===== config.mk =====
export PLATFORM = sky130hd
export DESIGN_NAME = mem_port_arbiter
export DESIGN_NICKNAME = d
export VERILOG_FILES = /design/src/rtl/mem_port_arbiter.sv
export SDC_FILE = /design/constraint.sdc
export NUM_CORES = 1
export LEC_CHECK = 0
export CAP_MARGIN = 20
export CELL_PAD_IN_SITES_DETAIL_PLACEMENT = 1
export CELL_PAD_IN_SITES_GLOBAL_PLACEMENT = 2
export CORE_MARGIN = 1
export CORE_UTILIZATION = 24
export CTS_CLUSTER_SIZE = 24
export DETAILED_ROUTE_END_ITERATION = 6
export PLACE_DENSITY = 0.92
export RECOVER_POWER = 25
export SLEW_MARGIN = 0
export SYNTH_ARGS = -nofsm -noshare
export SYNTH_HDL_FRONTEND = slang
export SYNTH_SLANG_ARGS = --single-unit

===== constraint.sdc =====
create_clock -name clk -period 3.3 [get_ports clk]
set_input_delay 0.66 -clock clk [delete_from_list [all_inputs] [get_ports clk]]
set_output_delay 0.66 -clock clk [all_outputs]
set_load 0.02 [all_outputs]

===== src/rtl/mem_port_arbiter.sv =====
// mem_port_arbiter: shares one single-ported memory between instruction fetch
// and the memory stage. Data accesses win ties, but a fetch that has been passed
// over MAX_IF_WAIT times in a row is forced through. If the memory never acks,
// the access is aborted after TIMEOUT cycles and flagged with bus_err.
module mem_port_arbiter #(
  parameter int ADDR_W      = 32,
  parameter int DATA_W      = 32,
  parameter int MAX_IF_WAIT = 4,
  parameter int TIMEOUT     = 64
) (
  input  logic              clk,
  input  logic              reset,
  input  logic              if_req,
  input  logic [ADDR_W-1:0] if_addr,
  output logic [DATA_W-1:0] if_rdata,
  output logic              if_ready,
  input  logic              d_req,
  input  logic              d_we,
  input  logic [ADDR_W-1:0] d_addr,
  input  logic [DATA_W-1:0] d_wdata,
  output logic [DATA_W-1:0] d_rdata,
  output logic              d_ready,
  output logic              m_req,
  output logic              m_we,
  output logic [ADDR_W-1:0] m_addr,
  output logic [DATA_W-1:0] m_wdata,
  input  logic [DATA_W-1:0] m_rdata,
  input  logic              m_ack,
  output logic              bus_err,
  output logic              pipe_stall
);

  typedef enum logic [1:0] {IDLE, BUSY, RESP} state_t;

  localparam int IFW_W = (MAX_IF_WAIT > 0) ? $clog2(MAX_IF_WAIT + 1) : 1;
  localparam int TO_W  = (TIMEOUT > 1) ? $clog2(TIMEOUT) : 1;
  localparam logic [IFW_W-1:0] WAIT_LIMIT = IFW_W'(MAX_IF_WAIT);
  localparam logic [TO_W-1:0]  TO_LAST    = TO_W'(TIMEOUT - 1);

  state_t            state_q, state_d;
  logic              owner_d_q, owner_d_d;
  logic [IFW_W-1:0]  if_wait_q, if_wait_d;
  logic [TO_W-1:0]   to_cnt_q, to_cnt_d;
  logic              m_req_q, m_req_d;
  logic              m_we_q, m_we_d;
  logic [ADDR_W-1:0] m_addr_q, m_addr_d;
  logic [DATA_W-1:0] m_wdata_q, m_wdata_d;
  logic              if_ready_q, if_ready_d;
  logic              d_ready_q, d_ready_d;
  logic [DATA_W-1:0] if_rdata_q, if_rdata_d;
  logic [DATA_W-1:0] d_rdata_q, d_rdata_d;
  logic              bus_err_q, bus_err_d;
  logic              grant_d, grant_if;
  logic [DATA_W-1:0] resp_data;

  // Next-state logic: arbitration in IDLE, ack/timeout handling in BUSY,
  // and the single response cycle whose outputs are loaded on leaving BUSY.
  always_comb begin
    state_d    = state_q;
    owner_d_d  = owner_d_q;
    if_wait_d  = if_wait_q;
    to_cnt_d   = to_cnt_q;
    m_req_d    = m_req_q;
    m_we_d     = m_we_q;
    m_addr_d   = m_addr_q;
    m_wdata_d  = m_wdata_q;
    if_ready_d = 1'b0;
    d_ready_d  = 1'b0;
    if_rdata_d = '0;
    d_rdata_d  = '0;
    bus_err_d  = 1'b0;
    grant_d    = 1'b0;
    grant_if   = 1'b0;
    resp_data  = '0;

    case (state_q)
      IDLE: begin
        if (d_req && if_req) begin
          if (if_wait_q >= WAIT_LIMIT) begin
            grant_if = 1'b1;
          end else begin
            grant_d   = 1'b1;
            if_wait_d = if_wait_q + 1'b1;
          end
        end else if (d_req) begin
          grant_d = 1'b1;
        end else if (if_req) begin
          grant_if = 1'b1;
        end

        if (!if_req || grant_if) begin
          if_wait_d = '0;
        end

        if (grant_d) begin
          owner_d_d = 1'b1;
          m_addr_d  = d_addr;
          m_we_d    = d_we;
          m_wdata_d = d_wdata;
          m_req_d   = 1'b1;
          to_cnt_d  = '0;
          state_d   = BUSY;
        end else if (grant_if) begin
          owner_d_d = 1'b0;
          m_addr_d  = if_addr;
          m_we_d    = 1'b0;
          m_wdata_d = '0;
          m_req_d   = 1'b1;
          to_cnt_d  = '0;
          state_d   = BUSY;
        end
      end

      BUSY: begin
        if (m_ack || (to_cnt_q == TO_LAST)) begin
          if (m_ack && !m_we_q) begin
            resp_data = m_rdata;
          end
          m_req_d    = 1'b0;
          bus_err_d  = !m_ack;
          d_ready_d  = owner_d_q;
          if_ready_d = !owner_d_q;
          d_rdata_d  = owner_d_q ? resp_data : '0;
          if_rdata_d = owner_d_q ? '0 : resp_data;
          state_d    = RESP;
        end else begin
          to_cnt_d = to_cnt_q + 1'b1;
        end
      end

      RESP: begin
        state_d = IDLE;
      end

      default: begin
        state_d = IDLE;
      end
    endcase
  end

  // State and registered outputs; reset discards any in-flight access.
  always_ff @(posedge clk) begin
    if (reset) begin
      state_q    <= IDLE;
      owner_d_q  <= 1'b0;
      if_wait_q  <= '0;
      to_cnt_q   <= '0;
      m_req_q    <= 1'b0;
      m_we_q     <= 1'b0;
      m_addr_q   <= '0;
      m_wdata_q  <= '0;
      if_ready_q <= 1'b0;
      d_ready_q  <= 1'b0;
      if_rdata_q <= '0;
      d_rdata_q  <= '0;
      bus_err_q  <= 1'b0;
    end else begin
      state_q    <= state_d;
      owner_d_q  <= owner_d_d;
      if_wait_q  <= if_wait_d;
      to_cnt_q   <= to_cnt_d;
      m_req_q    <= m_req_d;
      m_we_q     <= m_we_d;
      m_addr_q   <= m_addr_d;
      m_wdata_q  <= m_wdata_d;
      if_ready_q <= if_ready_d;
      d_ready_q  <= d_ready_d;
      if_rdata_q <= if_rdata_d;
      d_rdata_q  <= d_rdata_d;
      bus_err_q  <= bus_err_d;
    end
  end

  // Output wiring; the stall is combinational on the requests.
  always_comb begin
    m_req      = m_req_q;
    m_we       = m_we_q;
    m_addr     = m_addr_q;
    m_wdata    = m_wdata_q;
    if_ready   = if_ready_q;
    d_ready    = d_ready_q;
    if_rdata   = if_rdata_q;
    d_rdata    = d_rdata_q;
    bus_err    = bus_err_q;
    pipe_stall = (if_req & ~if_ready_q) | (d_req & ~d_ready_q);
  end

endmodule


==> Word level (Yosys, flattened, before mapping) <==
Index checks and enable logic that the tools add are counted.
{ "totals": {"regBits": 145, "input_bits": 134, "out_inout_bits": 134, "word_cells": 82} }
{ "classes": {"add_sub_neg": 2, "magnitude_cmp": 1, "eq_ne": 6, "mux": 32, "bitwise_logic": 8, "n_reduce_logical": 20} }
{ "op_table": {"columns": ["op", "n"], "rows": [
  ["32-bit 2-to-1 mux", 5],
  ["6-bit 2-to-1 mux", 3],
  ["1-bit 2-to-1 mux", 15],
  ["6-bit one-hot mux with 2 select lines", 1],
  ["3-bit 2-to-1 mux", 3],
  ["3-bit AND reduction", 3],
  ["4-bit OR reduction", 2],
  ["6-bit by 1-bit adder with 6-bit output (second input constant)", 1],
  ["6-bit equality test (second input constant)", 1],
  ["2-bit 2-to-1 mux", 3],
  ["2-bit nonzero test", 3],
  ["1-bit NOT", 5],
  ["1-bit zero test", 4],
  ["2-bit inequality test (second input constant)", 2],
  ["2-bit one-hot mux with 2 select lines", 1],
  ["2-bit AND reduction", 2],
  ["3-bit by 1-bit adder with 3-bit output (second input constant)", 1],
  ["3-bit >= comparator (second input constant)", 1],
  ["3-bit inequality test (second input constant)", 1],
  ["3-bit OR reduction", 1],
  ["1-bit bitwise AND", 2],
  ["2-bit by 1-bit equality test with 1-bit output (second input constant)", 1],
  ["1-bit logical AND", 2],
  ["2-bit zero test", 1],
  ["other kinds (4)", 5]
]} }

==> Depth between registers and ports, before layout <==
Gate-level depths: netlist of run 1.
{ "depth": {"word_depth": 7, "ltp_mapped": 7, "mapped_depth_nobuf": 5} }

==> Least setup slack after synthesis of run 1 <==
OpenSTA, ideal clock, no wires.
{ "synth_path": {"kind": "input -> register", "from": "input port m_ack", "to": "register to_cnt_q[3]", "setup_ns": 0.121, "arrival_time_ns": 1.678, "slack_ns": 1.501, "path_stages": 4, "n_path_buf": 0, "path_cell_list": "nor3b_1 o21ai_1 nor2_1 mux2_2"} }
{ "synth_between": {"elab_chain_cells": 3} }
{ "synth_lines": {"columns": ["item", "line", "rtl"], "rows": [
  ["start: declaration", "28", "input logic m_ack,"],
  ["1-bit logical OR", "115", "if (m_ack || (to_cnt_q == TO_LAST)) begin"],
  ["2-bit inequality test (no line)", null, null],
  ["3-bit AND reduction (no line)", null, null],
  ["end signal: assignment", "161", "to_cnt_q <= to_cnt_d;"],
  ["end: declaration", "43", "logic [TO_W-1:0] to_cnt_q, to_cnt_d;"]
]} }
Every way passes these cells.
A chain may end at the register's enable or synchronous reset.

==> Worst setup path after layout of run 1 <==
{ "layout_path": {"from": "input port if_req", "to": "output port pipe_stall"} }
{ "layout_between": {"elab_chain_cells": 2} }
{ "layout_lines": {"columns": ["item", "line", "rtl"], "rows": [
  ["start: declaration", "13", "input logic if_req,"],
  ["1-bit bitwise AND", "185", "pipe_stall = (if_req & ~if_ready_q) | (d_req & ~d_ready_q);"],
  ["1-bit OR", "185", null],
  ["end: declaration", "30", "output logic pipe_stall"]
]} }
Every way passes these cells.

==> results of run 1 <==
==> cell usage after synthesis (2+ instances only) <==
cell type  instances
clkbuf_1          15
a211oi_2          28
buf_4              5
nand3_1            9
nand2_1           37
o21ai_0            2
buf_6              3
ha_1               3
inv_1              9
a22oi_1           33
a21oi_1            9
mux2i_1           32
nor2b_1            3
buf_1              2
dfxtp_1          145
and3_1             2
nor3b_1            2
buf_2             13
nand4_1            3
a211oi_1           4
o21ai_1            2
nor2_1           135
a31oi_1            2
==> routing by layer <==
layer	share of wire	vias up	GRT usage
li1	-	2259	-
met1	0.42	2211	0.1787
met2	0.48	160	0.2533
met3	0.075	26	0.04938
met4	0.023	0	0.06082
met5	0	-	0
==> worst reg2reg max path, delay by kind of cell, from the launching register on <==
| kind | cells | cell delay, ns |
|---|---|---|
| AOI/OAI and AO/OA | 1 | 0.14 |
| DFF | 1 | 0.34 |
| buffers and inverters | 1 | 1.21 |
| adders and majority gates | 1 | 0.25 |
| and+or+nand+nor | 3 | 0.44 |
==> registers in the layout (all words and copies together), names as in the netlist <==
name / cells
bus_err: 1
m_req: 1
owner_d_q: 1
m_we: 1
state_q: 2
to_cnt_q: 6
if_wait_q: 3
m_wdata: 32
d_ready: 1
d_rdata: 32
if_rdata: 32
if_ready: 1
m_addr: 32
==> cell type report <==
type / instances / share of cell area
clock buffers: 19 / 0.05151
clock inverters: 13 / 0.02052
inverters: 9 / 0.003929
multi-input cells: 323 / 0.2285
flip-flops and latches: 145 / 0.3376
well taps: 270 / 0.03929
repair buffers: 276 / 0.3187
==> cells by family after synthesis <==
family | count (synthesis) | share of synthesized area
muxes | 33 | 0.06511
DFF | 145 | 0.5700
buffers and inverters | 47 | 0.04595
and+or+nand+nor | 199 | 0.1592
AOI/OAI and AO/OA | 88 | 0.1523
adders and majority gates | 3 | 0.007372
==> where the power goes <==
group          switching, W  internal (W)
combinational      0.000371      0.000379
sequential        0.0000434       0.00183
clock              0.000800       0.00123
total               0.00121       0.00344
==> through the flow <==
stage          utilization  setup slack (ns)  instance area [um2]
2_1_floorplan            -             1.501                 5092
3_3_place_gp        0.3906            0.4568                 8005
3_5_place_dp        0.3906            0.4221                 8005
4_1_cts             0.4208            0.4138                 8625
5_1_grt             0.4195            0.2314                 8598
6_report            0.4195            0.4066                 8598
==> worst paths after layout <==
check / startpoint / endpoint / slack, ns / depth (start not counted)
worst max-delay path: if_req / pipe_stall / 0.41 / 4
worst min-delay path: if_wait_q[1]$_SDFFE_PP0P_ / if_wait_q[1]$_SDFFE_PP0P_ / 0.48 / 2
worst max register to register: to_cnt_q[0]$_SDFFE_PP0P_ / if_rdata[17]$_SDFF_PP0_ / 0.74 / 6
worst min register to register: if_wait_q[1]$_SDFFE_PP0P_ / if_wait_q[1]$_SDFFE_PP0P_ / 0.48 / 2
==> flow_summary.ini, run 1 <==
[yosys]
synthesis.nets = 652
synth_area_mm2 = 0.005092
yosysWarnings = 0
syn_inst = 515
synth_area_leader_cell = dfxtp_1
synth_flop_cell = dfxtp_1
async_reset_ff_frac = 0
synth_edf_count = 0
synthTopCellsByArea = dfxtp_1, nor2_1, a211oi_2
ys_seq_area_frac = 0.5700
syn_area_per_cell_um2 = 9.888
ys_seq_elements = 145
synth_top_area_share = 0.5700
synthDistinctLibCells = 40

[floorplan]
initial_utilization = 0.2485
die_w_um = 147.7
rows = 52
core-area_mm2 = 0.02049
die-area_mm2 = 0.02181
die_h_um = 147.7
num_io_pins = 268

[clocking]
numCtsBuffers = 17
cts_tree = done
cts-root-buf = clkbuf_16
cts.sinks = 145
clk_pin_slew_ns = 0.06
cts_hold_buf = 0
postCtsSetupBuffers = 0
htree_levels = 4
clockBufferDepth = 2
cts_resized = 0
clock_latency_ns = 0.42

[status]
status = finished with violations
violations = capacitance limit, slew limit

[worst_setup_path]
critical-path-top-delay-family = buffers and inverters
critPathSlowestCell = dlygate4sd3_1
start_kind = primary input
crit_buf_inv = 3
worstPathMaxFanout = 4
path_cells = dlygate4sd3_1 -> inv_1 -> o22ai_1 -> clkdlybuf4s50_1
critPathMaxStageDelay_ns = 0.66
cp-end-kind = primary output
crit_type = in -> out
critical_path_arrival_ns = 2.23
required_ns = 2.64

[route]
vias_per_cell = 4.413
ant_nets = 0
route.vias.total = 4656
first_iter_violations = 119
drc = 0
routedWlPerCell_um = 15.64
firstDrtPassIters = 4
wirelength_um = 16500

[grt]
grt_pass1_wl_um = 25460
antenna_found_initial = 0
grt_max_degree = 65
grt_use_total = 0.1515
grt_overflow = 0
grt_pass1_vias = 4719

[sta]
worst_pin_slew_ns = 1.708
slew_headroom = -0.1386
timing.hold.ws_ns = 0.4774
finalHoldViolCount = 0
fin_tns_setup_ns = 0
max_freq_mhz = 345.6
period_needed_ns = 2.893
finalMaxSlewViolations = 79
setup_viol = 0
post-route-period-util = 0.8768
clock_skew_ns = 0.01036
rsz0062_at_grt = false

[cells_and_area]
drive_gt1_frac = 0.09045
antennaDiodeCount = 0
final_cell_mix = clkdlybuf4s50_1, dfxtp_1, nor2_1
final_common_cell = clkdlybuf4s50_1
multi_input_area_mm2 = 0.001964
nFillCells = 2287
regArea_mm2 = 0.002903
final_nets = 909
syn_to_final_growth_pct = 68.85
fin_cells = 1055

[flow_run]
cap_violations = 4

[pwr]
p_per_area_mw_per_mm2 = 541.6
peakVddDrop_mv = 0.3454
p_total_w = 0.004656
p_leak_nw = 3.268

[placed_design]
place_inst = 1023
dp_hpwl_um = 11690
gp_congestion = 0.7145
portBuffers = 267

[hold_path]
min-delay-path-class = reg -> reg
Note: power is estimated with default switching activity, not from simulation.
==> run 2: changes to the inputs <==
--- a/config.mk
+++ b/config.mk
@@ -8,10 +8,12 @@
 export CAP_MARGIN = 20
 export CELL_PAD_IN_SITES_DETAIL_PLACEMENT = 1
 export CELL_PAD_IN_SITES_GLOBAL_PLACEMENT = 2
+export CORE_ASPECT_RATIO = 1.2
 export CORE_MARGIN = 1
 export CORE_UTILIZATION = 24
 export CTS_CLUSTER_SIZE = 24
 export DETAILED_ROUTE_END_ITERATION = 6
+export GPL_ROUTABILITY_DRIVEN = 0
 export PLACE_DENSITY = 0.92
 export RECOVER_POWER = 25
 export SLEW_MARGIN = 0
==> flow_summary.ini, run 2 (synthesized netlist as in run 1, its figures left out) <==
[status]
status = finished with violations
violations = capacitance limit, slew limit

[floorplan]
die-area_mm2 = 0.02181
initial_utilization = 0.2437
die_w_um = 135.0
rows = 58
num_io_pins = 268
core-area_mm2 = 0.02090
die_h_um = 161.6

[hold_path]
min_from = if_wait_q[1]$_SDFFE_PP0P_
min-delay-path-class = reg -> reg
hold-path-cell-count = 2
min_to = if_wait_q[1]$_SDFFE_PP0P_

[clocking]
clock_latency_ns = 0.41
numCtsBuffers = 17
htree_levels = 4
cts_tree = done
cts-root-buf = clkbuf_16
cts.sinks = 145
clockBufferDepth = 2
cts_hold_buf = 0
cts_resized = 0
clk_pin_slew_ns = 0.06
postCtsSetupBuffers = 0

[cells_and_area]
final_cell_mix = clkdlybuf4s50_1, dfxtp_1, nor2_1
multi_input_area_mm2 = 0.001964
nFillCells = 2364
antennaDiodeCount = 0
fin_util = 0.4154
syn_to_final_growth_pct = 70.49
fin_cells = 1060
drive_gt1_frac = 0.09873
final_nets = 914
regArea_mm2 = 0.002903
final_common_cell = clkdlybuf4s50_1

[worst_setup_path]
worstPathMaxFanout = 4
crit-reg2reg-launch = to_cnt_q[0]$_SDFFE_PP0P_
start_kind = primary input
cp-end-kind = primary output
r2r_end = if_rdata[29]$_SDFF_PP0_
rrSetupSlack_ns = 0.84
crit_type = in -> out
critical_path_arrival_ns = 2.28
r2r_cells = 6
required_ns = 2.64

[sta]
setup_viol = 0
layout_setup_ws_ns = 0.3560
period_needed_ns = 2.944
post-route-period-util = 0.8921
timing.hold.ws_ns = 0.4897
clock_skew_ns = 0.01189
rsz0062_at_grt = false
worst_pin_slew_ns = 1.559
finalHoldViolCount = 0
max_freq_mhz = 339.7
slew_headroom = -0.05038
finalMaxSlewViolations = 14
fin_tns_setup_ns = 0

[placed_design]
dp_hpwl_um = 11820
place_inst = 1028
dp_slack_ns = 0.3815
portBuffers = 267

[pwr]
p_leak_nw = 3.396
p_per_area_mw_per_mm2 = 551.7
peakVddDrop_mv = 0.3438

[route]
wirelength_um = 16480
first_iter_violations = 159
ant_nets = 0
vias_per_cell = 4.389
drc = 0
routedWlPerCell_um = 15.55
firstDrtPassIters = 4
route.vias.total = 4652

[flow_run]
cap_violations = 1

[grt]
grt_pass1_vias = 4951
grt_max_degree = 65
gr-usage-met3 = 0.07219
use_met1 = 0.1520
grt_pass1_wl_um = 25190
antenna_found_initial = 0
globalRoute.busiestLayer = met2
grt_overflow = 0
globalRouteMet2Util = 0.2659
grt_use_total = 0.1498
-- run 2: worst max-delay path by stage --
stage	slack (ns)	end	startpoint	cells past startpoint
CTS	0.36	pipe_stall	if_req	4
finish	0.36	pipe_stall	if_req	4
floorplan	1.50	to_cnt_q[3]$_SDFFE_PP0P_	m_ack	4
global placement	0.39	pipe_stall	if_req	4
detailed placement	0.38	pipe_stall	if_req	4
global route	0.21	m_wdata[20]$_SDFFE_PP0P_	if_req	5
-- run 2: through the flow --
step | total power, W | area [um2]
4_1_cts | 0.004875 | 8702
3_5_place_dp | 0.002680 | 8043
5_1_grt | 0.004994 | 8682
3_3_place_gp | 0.002663 | 8043
2_1_floorplan | 0.002291 | 5092
6_report | 0.004790 | 8682
-- run 2: report_power, final --
group / switching (W) / internal [W]
Clock: 0.000854 / 0.00131
Sequential: 0.0000408 / 0.00183
Combinational: 0.000372 / 0.000380
Total: 0.00127 / 0.00352
-- run 2: critical path, stage by stage --
cell             delay, ns
dlygate4sd3_1         0.66
inv_1                 0.13
o22ai_1               0.18
clkdlybuf4s50_1       0.65
-- run 2: final cells by class --
class                   instances  area share
well taps                     270     0.03891
repair buffers                281      0.3207
multi-input cells             323      0.2263
flip-flops and latches        145      0.3343
clock inverters                15     0.02695
inverters                       9    0.003891
clock buffers                  17     0.04900
-- run 2: layer usage --
| metal | vias up | part of all wire | wire, um |
|---|---|---|---|
| met2 | 172 | 0.49 | 8100 |
| met4 | 0 | 0.014 | 238 |
| met3 | 15 | 0.11 | 1749 |
| li1 | 2266 | - | - |
| met1 | 2199 | 0.39 | 6389 |
| met5 | - | 0 | 0 |
